<file path="src/rtl/secure_mem_decoder.sv">
// -----------------------------------------------------------------------------
// secure_mem_decoder
//
// Read-side recovery engine for the secured memory write path. Protected words
// (address above ADDR_THRESH) were stored as Y = ((X-3)^2 + 9) * 3. This block
// recovers the positive root X with an iterative divide-by-3, an iterative
// integer square root and an exactness check. Unprotected words pass through
// unchanged. A key mismatch returns zero with key_err set.
//
// Ports:
//   clk, rst_n          rising-edge clock, asynchronous active-low reset
//   i_in_valid          request present
//   o_in_ready          request can be accepted (IDLE only)
//   i_data_in_memory    encoded word read from memory
//   i_key_access        access key, sampled at accept
//   i_read_address      word address, sampled at accept
//   o_out_valid         result available, held until i_out_ready
//   i_out_ready         consumer accepts the result
//   o_data_out          decoded or passthrough word
//   o_decode_err        protected word is not a legal encoding
//   o_key_err           key mismatch on this request
// -----------------------------------------------------------------------------
module secure_mem_decoder #(
    parameter logic [15:0] KEY         = 16'h0032,
    parameter int unsigned ADDR_THRESH = 128
) (
    input  logic        clk,
    input  logic        rst_n,
    input  logic        i_in_valid,
    output logic        o_in_ready,
    input  logic [31:0] i_data_in_memory,
    input  logic [15:0] i_key_access,
    input  logic [9:0]  i_read_address,
    output logic        o_out_valid,
    input  logic        i_out_ready,
    output logic [31:0] o_data_out,
    output logic        o_decode_err,
    output logic        o_key_err
);

    typedef enum logic [2:0] {
        StIdle,
        StDiv,
        StSqrt,
        StCheck,
        StDone
    } state_e;

    state_e      r_state;
    state_e      w_state_next;

    logic [4:0]  r_cnt;
    // Dividend shifts out at the MSB while quotient bits shift in at the LSB;
    // after 32 DIV cycles this register holds the quotient q.
    logic [31:0] r_dq;
    logic [1:0]  r_rem;
    // Radicand s = q - 9, consumed two bits per SQRT cycle from the top.
    logic [31:0] r_rad;
    logic [17:0] r_sq_rem;
    logic [15:0] r_root;

    logic [31:0] r_data_out;
    logic        r_decode_err;
    logic        r_key_err;

    logic        w_accept;
    logic        w_key_ok;
    logic        w_protected;

    logic [2:0]  w_div_trial;
    logic [2:0]  w_div_sub;
    logic        w_div_bit;
    logic [1:0]  w_div_rem_next;
    logic [31:0] w_q_next;

    logic [19:0] w_sq_acc;
    logic [19:0] w_sq_trial;
    logic [19:0] w_sq_diff;
    logic        w_sq_bit;

    logic [31:0] w_s;
    logic [31:0] w_root_sq;
    logic        w_legal;

    assign o_in_ready   = (r_state == StIdle);
    assign o_out_valid  = (r_state == StDone);
    assign o_data_out   = r_data_out;
    assign o_decode_err = r_decode_err;
    assign o_key_err    = r_key_err;

    assign w_accept    = i_in_valid & o_in_ready;
    assign w_key_ok    = (i_key_access == KEY);
    assign w_protected = ({22'b0, i_read_address} > ADDR_THRESH);

    // Restoring division by 3: partial remainder is always < 3, so 2 bits.
    assign w_div_trial    = {r_rem, r_dq[31]};
    assign w_div_sub      = w_div_trial - 3'd3;
    assign w_div_bit      = (w_div_trial >= 3'd3);
    assign w_div_rem_next = w_div_bit ? w_div_sub[1:0] : w_div_trial[1:0];
    assign w_q_next       = {r_dq[30:0], w_div_bit};

    // Digit-by-digit square root: try subtracting (4*root + 1) from the
    // remainder extended by the next two radicand bits.
    assign w_sq_acc   = {r_sq_rem, r_rad[31:30]};
    assign w_sq_trial = {2'b00, r_root, 2'b01};
    assign w_sq_diff  = w_sq_acc - w_sq_trial;
    assign w_sq_bit   = (w_sq_acc >= w_sq_trial);

    // q < 9 makes w_s meaningless, but the q >= 9 term already rejects it.
    assign w_s       = r_dq - 32'd9;
    assign w_root_sq = 32'(r_root) * 32'(r_root);
    assign w_legal   = (r_rem == 2'd0) && (r_dq >= 32'd9) && (w_root_sq == w_s);

    always_ff @(posedge clk or negedge rst_n) begin
        if (!rst_n) begin
            r_state <= StIdle;
        end else begin
            r_state <= w_state_next;
        end
    end

    always_comb begin
        w_state_next = r_state;
        unique case (r_state)
            StIdle: begin
                if (i_in_valid) begin
                    w_state_next = (w_key_ok && w_protected) ? StDiv : StDone;
                end
            end
            StDiv: begin
                if (r_cnt == 5'd31) begin
                    w_state_next = StSqrt;
                end
            end
            StSqrt: begin
                if (r_cnt == 5'd15) begin
                    w_state_next = StCheck;
                end
            end
            StCheck: begin
                w_state_next = StDone;
            end
            StDone: begin
                if (i_out_ready) begin
                    w_state_next = StIdle;
                end
            end
            default: begin
                w_state_next = StIdle;
            end
        endcase
    end

    always_ff @(posedge clk or negedge rst_n) begin
        if (!rst_n) begin
            r_cnt        <= 5'd0;
            r_dq         <= 32'd0;
            r_rem        <= 2'd0;
            r_rad        <= 32'd0;
            r_sq_rem     <= 18'd0;
            r_root       <= 16'd0;
            r_data_out   <= 32'd0;
            r_decode_err <= 1'b0;
            r_key_err    <= 1'b0;
        end else begin
            case (r_state)
                StIdle: begin
                    if (w_accept) begin
                        r_cnt    <= 5'd0;
                        r_dq     <= i_data_in_memory;
                        r_rem    <= 2'd0;
                        r_sq_rem <= 18'd0;
                        r_root   <= 16'd0;
                        if (!w_key_ok) begin
                            r_data_out   <= 32'd0;
                            r_decode_err <= 1'b0;
                            r_key_err    <= 1'b1;
                        end else if (!w_protected) begin
                            r_data_out   <= i_data_in_memory;
                            r_decode_err <= 1'b0;
                            r_key_err    <= 1'b0;
                        end
                    end
                end
                StDiv: begin
                    r_dq  <= w_q_next;
                    r_rem <= w_div_rem_next;
                    r_cnt <= r_cnt + 5'd1;  // wraps to 0 for the SQRT phase
                    if (r_cnt == 5'd31) begin
                        r_rad <= w_q_next - 32'd9;
                    end
                end
                StSqrt: begin
                    r_rad    <= {r_rad[29:0], 2'b00};
                    r_sq_rem <= w_sq_bit ? w_sq_diff[17:0] : w_sq_acc[17:0];
                    r_root   <= {r_root[14:0], w_sq_bit};
                    r_cnt    <= (r_cnt == 5'd15) ? 5'd0 : r_cnt + 5'd1;
                end
                StCheck: begin
                    r_key_err <= 1'b0;
                    if (w_legal) begin
                        r_data_out   <= {16'b0, r_root} + 32'd3;
                        r_decode_err <= 1'b0;
                    end else begin
                        r_data_out   <= 32'd0;
                        r_decode_err <= 1'b1;
                    end
                end
                default: begin
                end
            endcase
        end
    end

endmodule

</file>
<file path="config.mk">
export PLATFORM = sky130hd
export DESIGN_NAME = secure_mem_decoder
export DESIGN_NICKNAME = d
export VERILOG_FILES = /design/src/rtl/secure_mem_decoder.sv
export SDC_FILE = /design/constraint.sdc
export NUM_CORES = 1
export LEC_CHECK = 0
export CAP_MARGIN = 10
export CORE_MARGIN = 4
export CORE_UTILIZATION = 60
export CTS_CLUSTER_DIAMETER = 150
export DETAILED_ROUTE_END_ITERATION = 7
export DONT_BUFFER_PORTS = 1
export PLACE_DENSITY = 0.77
export SYNTH_ARGS = -nofsm -noshare
export SYNTH_HDL_FRONTEND = slang
export SYNTH_SLANG_ARGS = --single-unit
</file>
<file path="constraint.sdc">
create_clock -name clk -period 11.6 [get_ports clk]
set_input_delay 2.32 -clock clk [delete_from_list [all_inputs] [get_ports clk]]
set_output_delay 2.32 -clock clk [all_outputs]
set_load 0.01 [all_outputs]
</file>
== Word level (Yosys, flattened, before mapping) ==
Cells that the tools add are included.

* Register bits: 142
* Bits in latches: 0
* Memory bits (writable): 0
* ROM bits: 0
* Input port bits: 62
* Output and inout bits: 36
* Word-level logic and storage cells: 86
* Memories: 0

* Add/sub/neg operators: 6
* Multipliers: 1
* Divide/modulo/power cells: 0
* Order comparisons: 4
* Eq/ne operators: 14
* Shifts and indexed selects: 0
* Mux-type cells: 34
* Bitwise logic cells: 1
* Reductions and logical operators: 16

{| class="wikitable"
|+ Operator list
! operator !! number
|-
| one-hot mux 32 bit (2 select lines) || 3
|-
| two-way mux 32 bit || 5
|-
| subtractor 32 x 4 -> 32 bit (second input constant) || 2
|-
| two-way mux 18 bit || 2
|-
| one-hot mux 18 bit (2 select lines) || 1
|-
| equality test 32 bit || 1
|-
| greater-or-equal comparator 32 x 4 -> 1 bit (second input constant) || 1
|-
| multiplier 16 x 16 -> 32 bit || 1
|-
| one-hot mux 16 bit (2 select lines) || 1
|-
| greater-or-equal comparator 20 x 18 -> 1 bit || 1
|-
| subtractor 18 bit || 1
|-
| adder 16 x 2 -> 17 bit (second input constant) || 1
|-
| two-way mux 17 bit || 1
|-
| equality test 16 x 6 -> 1 bit (second input constant) || 1
|-
| two-way mux 16 bit || 1
|-
| two-way mux 3 bit || 5
|-
| one-hot mux 3 bit (5 select lines) || 1
|-
| one-hot mux 5 bit (3 select lines) || 1
|-
| greater-than comparator 10 x 8 -> 1 bit (second input constant) || 1
|-
| two-way mux 5 bit || 2
|-
| AND reduction 2 bit || 4
|-
| nonzero test 2 bit || 4
|-
| equality test 3 x 2 -> 1 bit (second input constant) || 2
|-
| two-way mux 1 bit || 6
|-
| 20 further kinds || 27
|}

== Logic depth before layout (Yosys ltp) ==
* Depth after elaboration: 5
* Mapped depth: 28
* Gate-level depth less buffers: 24

== Worst setup path after synthesis ==
No wires, ideal clock.

* Kind: register -> register
* Start: register r_root[3]
* End: register r_data_out[3], in the netlist o_data_out[3]
* Library setup time: 0.074 ns
* Arrival time: 6.782 ns
* Required time: 11.526 ns
* Setup slack: 4.744 ns
* Stages on the path, launching flop included: 25
* Buffers on the path: 4
* Clock period less this slack: 6.856 ns
* Path through: dfrtp_1 clkbuf_1 inv_1 clkbuf_1 nor2_1 inv_1 fa_1 fa_1 fa_1 fa_1 fa_1 fa_1 inv_1 ha_1 clkbuf_1 a21oi_1 o21ai_0 or3_1 nand3_1 or4b_1 a211o_1 nor4_4 nand4_2 buf_6 o21ai_2

* Longest elaborated chain between the ends: 5
* Elaborated cells between the ends (all ways): 6
* Classes of those cells: 1 x add/sub; 1 x mul; 1 x eq/ne; 2 x mux; 1 x reduce/logical

{| class="wikitable"
|+ RTL lines
! what !! line !! text
|-
| from (decl) || 60 || <nowiki>logic [15:0] r_root;</nowiki>
|-
| from (signal assigned) || 196 || <nowiki>r_root <= {r_root[14:0], w_sq_bit};</nowiki>
|-
| multiplier 16 x 16 -> 32 bit || 111 || <nowiki>assign w_root_sq = 32'(r_root) * 32'(r_root);</nowiki>
|-
| equality test 32 bit || 112 || <nowiki>assign w_legal = (r_rem == 2'd0) && (r_dq >= 32'd9) && (w_root_sq == w_s);</nowiki>
|-
| logical AND 1 bit || 112 ||
|-
| two-way mux 17 bit (*) || 201 || <nowiki>if (w_legal) begin</nowiki>
|-
| one-hot mux 32 bit (2 select lines) (*) || 166 || <nowiki>case (r_state)</nowiki>
|-
| to (signal assigned) || 179 || <nowiki>r_data_out <= i_data_in_memory;</nowiki>
|-
| to (signal assigned) || 202 || <nowiki>r_data_out <= {16'b0, r_root} + 32'd3;</nowiki>
|-
| to (decl) || 62 || <nowiki>logic [31:0] r_data_out;</nowiki>
|}

Mark *: on every way between the ends. The rest lies on a longest branch, timed or not.
A chain may end at the register's enable or synchronous reset.

== Worst setup path in the final report ==
* Start: register r_root[11]
* End: register r_data_out[15], in the netlist o_data_out[15]

Same word-level chain as after synthesis.

==> flow_results.xml <==
<?xml version="1.0" encoding="UTF-8"?>
<metrics>
  <group name="outcome">
    <metric name="status" unit="">finished clean</metric>
  </group>
  <group name="layout">
    <metric name="fin_nets" unit="">2139</metric>
    <metric name="area_growth" unit="%">4.14</metric>
    <metric name="leading_cell_type_in_the_layout_fill_and_taps_excluded" unit="">sky130_fd_sc_hd__inv_1</metric>
    <metric name="area_of_all_placed_cells_without_fillers" unit="mm^2">0.0169</metric>
    <metric name="antenna_diodes" unit="">0</metric>
    <metric name="mostFrequentLayoutCells" unit="">sky130_fd_sc_hd__inv_1 (240), sky130_fd_sc_hd__nand2_1 (177), sky130_fd_sc_hd__fa_1 (166)</metric>
    <metric name="drive_gt1_frac" unit="">0.0427</metric>
  </group>
  <group name="sta">
    <metric name="fin_max_slew_vios" unit="">0</metric>
    <metric name="timing.fmax" unit="MHz">121</metric>
    <metric name="timing.setup.tns" unit="ns">0</metric>
    <metric name="worstMarginPinSlew" unit="ns">1.09</metric>
    <metric name="fin_worst_skew" unit="ns">0.0235</metric>
    <metric name="fin_crit" unit="ns">8.25</metric>
    <metric name="final_hold_slack" unit="ns">0.494</metric>
    <metric name="maxSlewHeadroom" unit="">0.274</metric>
    <metric name="grt_setup_unrepaired" unit="">false</metric>
    <metric name="layout_worst_path_cycle_share" unit="">0.711</metric>
    <metric name="hold_viol" unit="">0</metric>
    <metric name="worst_slack" unit="ns">3.35</metric>
    <metric name="setup-violations-final" unit="">0</metric>
  </group>
  <group name="min_path">
    <metric name="holdCritPathClass" unit="">flop to flop</metric>
    <metric name="worstHoldEndpoint" unit="">r_rad[27]$_DFFE_PN0P_</metric>
    <metric name="hold_path.startpoint" unit="">r_rad[27]$_DFFE_PN0P_</metric>
    <metric name="hold_crit_depth" unit="">2</metric>
  </group>
  <group name="worst_setup_path">
    <metric name="setup.reg_to_reg.worst_slack" unit="ns">3.35</metric>
    <metric name="ff2ff_path_depth" unit="">20</metric>
    <metric name="timing.setup.critical_path_class" unit="">flop to flop</metric>
    <metric name="critPathArrivalTime" unit="ns">8.59</metric>
    <metric name="cpMaxStageDelayCell" unit="">sky130_fd_sc_hd__dfrtp_1</metric>
    <metric name="crit-reg2reg-capture" unit="">o_data_out[15]$_DFFE_PN0P_</metric>
    <metric name="cp_common_cell" unit="">sky130_fd_sc_hd__fa_1</metric>
    <metric name="critPathRequiredTime" unit="ns">11.94</metric>
    <metric name="slowest_delay" unit="ns">0.60</metric>
    <metric name="crit_path_cell_trace" unit="">clkinv_1 &gt; nor2_1 &gt; inv_1 &gt; fa_1 &gt; fa_1 &gt; fa_1 &gt; fa_1 &gt; fa_1 &gt; fa_1 &gt; inv_1 &gt; ha_1 &gt; nand4_1 &gt; nor3_1 &gt; o211ai_1 &gt; a31oi_1 &gt; o21ai_0 &gt; mux2_2 &gt; nor4_1 &gt; nand4_2 &gt; o31ai_1</metric>
    <metric name="timing.rr.start" unit="">r_root[11]$_DFFE_PN0P_</metric>
    <metric name="critical_path_buf_inv_count" unit="">3</metric>
    <metric name="worst_path_dominant_cell_family" unit="">adder cells</metric>
    <metric name="timing.critical_path.fanout_max" unit="">15</metric>
    <metric name="cp-start-kind" unit="">flop</metric>
    <metric name="end_kind" unit="">flop</metric>
  </group>
  <group name="routing">
    <metric name="drt_iter0_markers" unit="">1170</metric>
    <metric name="routed_length_per_placed_instance" unit="um">20.4</metric>
    <metric name="final_antenna_net_count" unit="">0</metric>
    <metric name="drt_pass1_iterations" unit="">5</metric>
    <metric name="total_wire_length" unit="um">43600</metric>
    <metric name="drcViolationCount" unit="">0</metric>
    <metric name="detailroute.via_count" unit="">13169</metric>
    <metric name="drt-vias-per-instance" unit="">6.16</metric>
  </group>
  <group name="logic_synthesis">
    <metric name="sequential_to_total_area_share_from_yosys_stat" unit="">0.219</metric>
    <metric name="yosysUniqueCellTypes" unit="">74</metric>
    <metric name="post_synth_instance_area" unit="mm^2">0.0162</metric>
    <metric name="ys_seq_elements" unit="">142</metric>
    <metric name="synth-warning-count" unit="">0</metric>
    <metric name="post_synth.cell_area_avg" unit="um^2">8.71</metric>
    <metric name="ys.flop_type" unit="">sky130_fd_sc_hd__dfrtp_1</metric>
    <metric name="synthesized_netlist_cell_count" unit="">1864</metric>
    <metric name="synthArstFlopShare" unit="">1.00</metric>
    <metric name="postSynthNetCount" unit="">2214</metric>
    <metric name="synth-edff-count" unit="">0</metric>
  </group>
  <group name="clock_tree">
    <metric name="cts-root-to-sink-buffers" unit="">2</metric>
    <metric name="post_cts.resized_instances" unit="">0</metric>
    <metric name="post-cts-setup-buffers" unit="">0</metric>
    <metric name="cts_sinks" unit="">142</metric>
    <metric name="cts_made_buffers" unit="">17</metric>
    <metric name="tritoncts_clock_tree" unit="">yes</metric>
    <metric name="clock_tree.htree_level_count" unit="">4</metric>
    <metric name="clkSlewWorstSetupHoldPaths" unit="ns">0.07</metric>
    <metric name="root_buffer" unit="">sky130_fd_sc_hd__clkbuf_16</metric>
    <metric name="clk_latency" unit="ns">0.44</metric>
    <metric name="holdBufCountCts" unit="">0</metric>
  </group>
  <group name="global_route">
    <metric name="vias_in_the_first_global_route" unit="">13539</metric>
    <metric name="grt_overflow" unit="">0</metric>
    <metric name="grt_max_degree" unit="">143</metric>
    <metric name="grt_resource_usage_total" unit="">0.300</metric>
    <metric name="grt_antenna_before_repair" unit="">0</metric>
    <metric name="global_route_wire_length_before_repair" unit="um">72600</metric>
  </group>
  <group name="placement">
    <metric name="pre_cts_slack" unit="ns">3.42</metric>
    <metric name="port_buffers" unit="">0</metric>
    <metric name="dpl_cell_area" unit="mm^2">0.0163</metric>
    <metric name="dp_hpwl" unit="um">34000</metric>
    <metric name="gp_congestion" unit="">1.00</metric>
  </group>
  <group name="die">
    <metric name="coreArea" unit="mm^2">0.0264</metric>
    <metric name="ioPinCount" unit="">98</metric>
    <metric name="die-area" unit="mm^2">0.0298</metric>
    <metric name="num_rows" unit="">59</metric>
    <metric name="die-width" unit="um">173</metric>
    <metric name="fp.dieH" unit="um">173</metric>
    <metric name="start_util" unit="">0.616</metric>
  </group>
  <group name="power">
    <metric name="vdd_ir_drop_max" unit="mV">0.0903</metric>
    <metric name="leakagePower" unit="uW">0.00747</metric>
    <metric name="report.power.total" unit="uW">1370</metric>
    <metric name="powerDensity" unit="mW/mm^2">81.3</metric>
  </group>
  <group name="flow_run">
    <metric name="drv_cap" unit="">0</metric>
  </group>
</metrics>
[cells in the mapped netlist (5+ instances only)]
cell	instances	area share
sky130_fd_sc_hd__fa_1	166	0.20
sky130_fd_sc_hd__nand2b_1	10	0.0039
sky130_fd_sc_hd__o21bai_1	7	0.0032
sky130_fd_sc_hd__nor3_1	41	0.013
sky130_fd_sc_hd__dfrtp_1	142	0.22
sky130_fd_sc_hd__a31oi_1	5	0.0019
sky130_fd_sc_hd__or4_1	5	0.0023
sky130_fd_sc_hd__o21ai_2	10	0.0054
sky130_fd_sc_hd__a211oi_1	13	0.0060
sky130_fd_sc_hd__nand2_1	178	0.041
sky130_fd_sc_hd__a22oi_1	17	0.0079
sky130_fd_sc_hd__nor2_1	148	0.034
sky130_fd_sc_hd__nor2b_1	9	0.0035
sky130_fd_sc_hd__a221o_1	6	0.0037
sky130_fd_sc_hd__buf_2	7	0.0022
sky130_fd_sc_hd__or3_1	6	0.0023
sky130_fd_sc_hd__o21a_1	5	0.0023
sky130_fd_sc_hd__a21oi_1	102	0.031
sky130_fd_sc_hd__inv_1	240	0.055
sky130_fd_sc_hd__mux2_2	5	0.0035
sky130_fd_sc_hd__xor2_1	37	0.020
sky130_fd_sc_hd__a211o_1	5	0.0027
sky130_fd_sc_hd__clkbuf_1	82	0.019
sky130_fd_sc_hd__ha_1	122	0.094
sky130_fd_sc_hd__o211ai_1	10	0.0046
sky130_fd_sc_hd__a22o_1	21	0.011
sky130_fd_sc_hd__nand3_1	54	0.017
sky130_fd_sc_hd__mux2i_1	36	0.022
sky130_fd_sc_hd__nor4_1	18	0.0069
sky130_fd_sc_hd__nand3b_1	7	0.0032
sky130_fd_sc_hd__and3_1	7	0.0027
sky130_fd_sc_hd__xnor2_1	101	0.054
sky130_fd_sc_hd__and2_1	9	0.0035
sky130_fd_sc_hd__a21o_1	14	0.0065
sky130_fd_sc_hd__buf_1	11	0.0025
sky130_fd_sc_hd__o22ai_1	10	0.0039
sky130_fd_sc_hd__o31ai_1	10	0.0046
sky130_fd_sc_hd__nand4_1	14	0.0054
sky130_fd_sc_hd__clkinv_1	5	0.0012
sky130_fd_sc_hd__o21ai_0	117	0.036
[per-stage QoR]
step           cells   util
2_1_floorplan   1864      -
3_3_place_gp    2105  0.620
3_5_place_dp    2105  0.620
4_1_cts         2137  0.642
5_1_grt         2137  0.642
6_report        2137  0.642
[per-layer routing]
layer	up-vias	global-route usage	share of wire	wire, um
met5	-	0	0	0
met3	65	0.0522	0.079	3450
met2	552	0.491	0.48	21000
met1	6491	0.414	0.41	17900
li1	6061	-	-	-
met4	0	0.0845	0.027	1180
[registers in the layout (all words and copies together) (netlist names)]
name	count
r_cnt	5
r_rad	32
r_state	3
o_data_out	32
o_key_err	1
r_root	16
o_decode_err	1
r_dq	32
r_sq_rem	18
r_rem	2
[where the power goes]
part | leakage [uW] | switching [uW] | internal, uW | total, uW
Combinational | 0.00529 | 116 | 103 | 219
Sequential | 0.00191 | 81.5 | 521 | 602
Clock | 0.000279 | 247 | 307 | 554
[how the worst max path moves through the flow]
stage,from,to,slack (ns),depth (start not counted)
after floorplan,r_root[3]$_DFFE_PN0P_,o_data_out[3]$_DFFE_PN0P_,4.74,24
after global placement,r_root[2]$_DFFE_PN0P_,o_data_out[15]$_DFFE_PN0P_,3.62,22
after detailed placement,r_root[2]$_DFFE_PN0P_,o_data_out[15]$_DFFE_PN0P_,3.42,22
after CTS,r_root[8]$_DFFE_PN0P_,o_data_out[15]$_DFFE_PN0P_,3.43,20
after global routing,r_root[11]$_DFFE_PN0P_,o_data_out[1]$_DFFE_PN0P_,2.82,20
final,r_root[11]$_DFFE_PN0P_,o_data_out[15]$_DFFE_PN0P_,3.35,20
[worst min-delay path: cells and delay by family (launching register included)]
family / cells / cell delay (ns)
compound gates: 1 / 0.07
flops: 1 / 0.34
simple gates: 1 / 0.04
[area by class of cell]
class / instances / area, um^2
clock buffer: 19 / 443
tap: 335 / 419
clock inverter: 13 / 130
timing repair buffer: 10 / 75.1
inverter: 248 / 931
sequential: 142 / 3550
fill: 2225 / 9450
multi-input combinational: 1370 / 11400
[logic make-up after synthesis]
group	count (synthesis)	synth area share
and+or+nand+nor	528	0.153
buffers and inverters	352	0.0834
adders and majority gates	288	0.299
AOI/OAI and AO/OA	374	0.145
muxes	41	0.0257
xor gates and xnor gates	139	0.0758
DFF	142	0.219
Note: power is estimated with default switching activity, not from simulation.
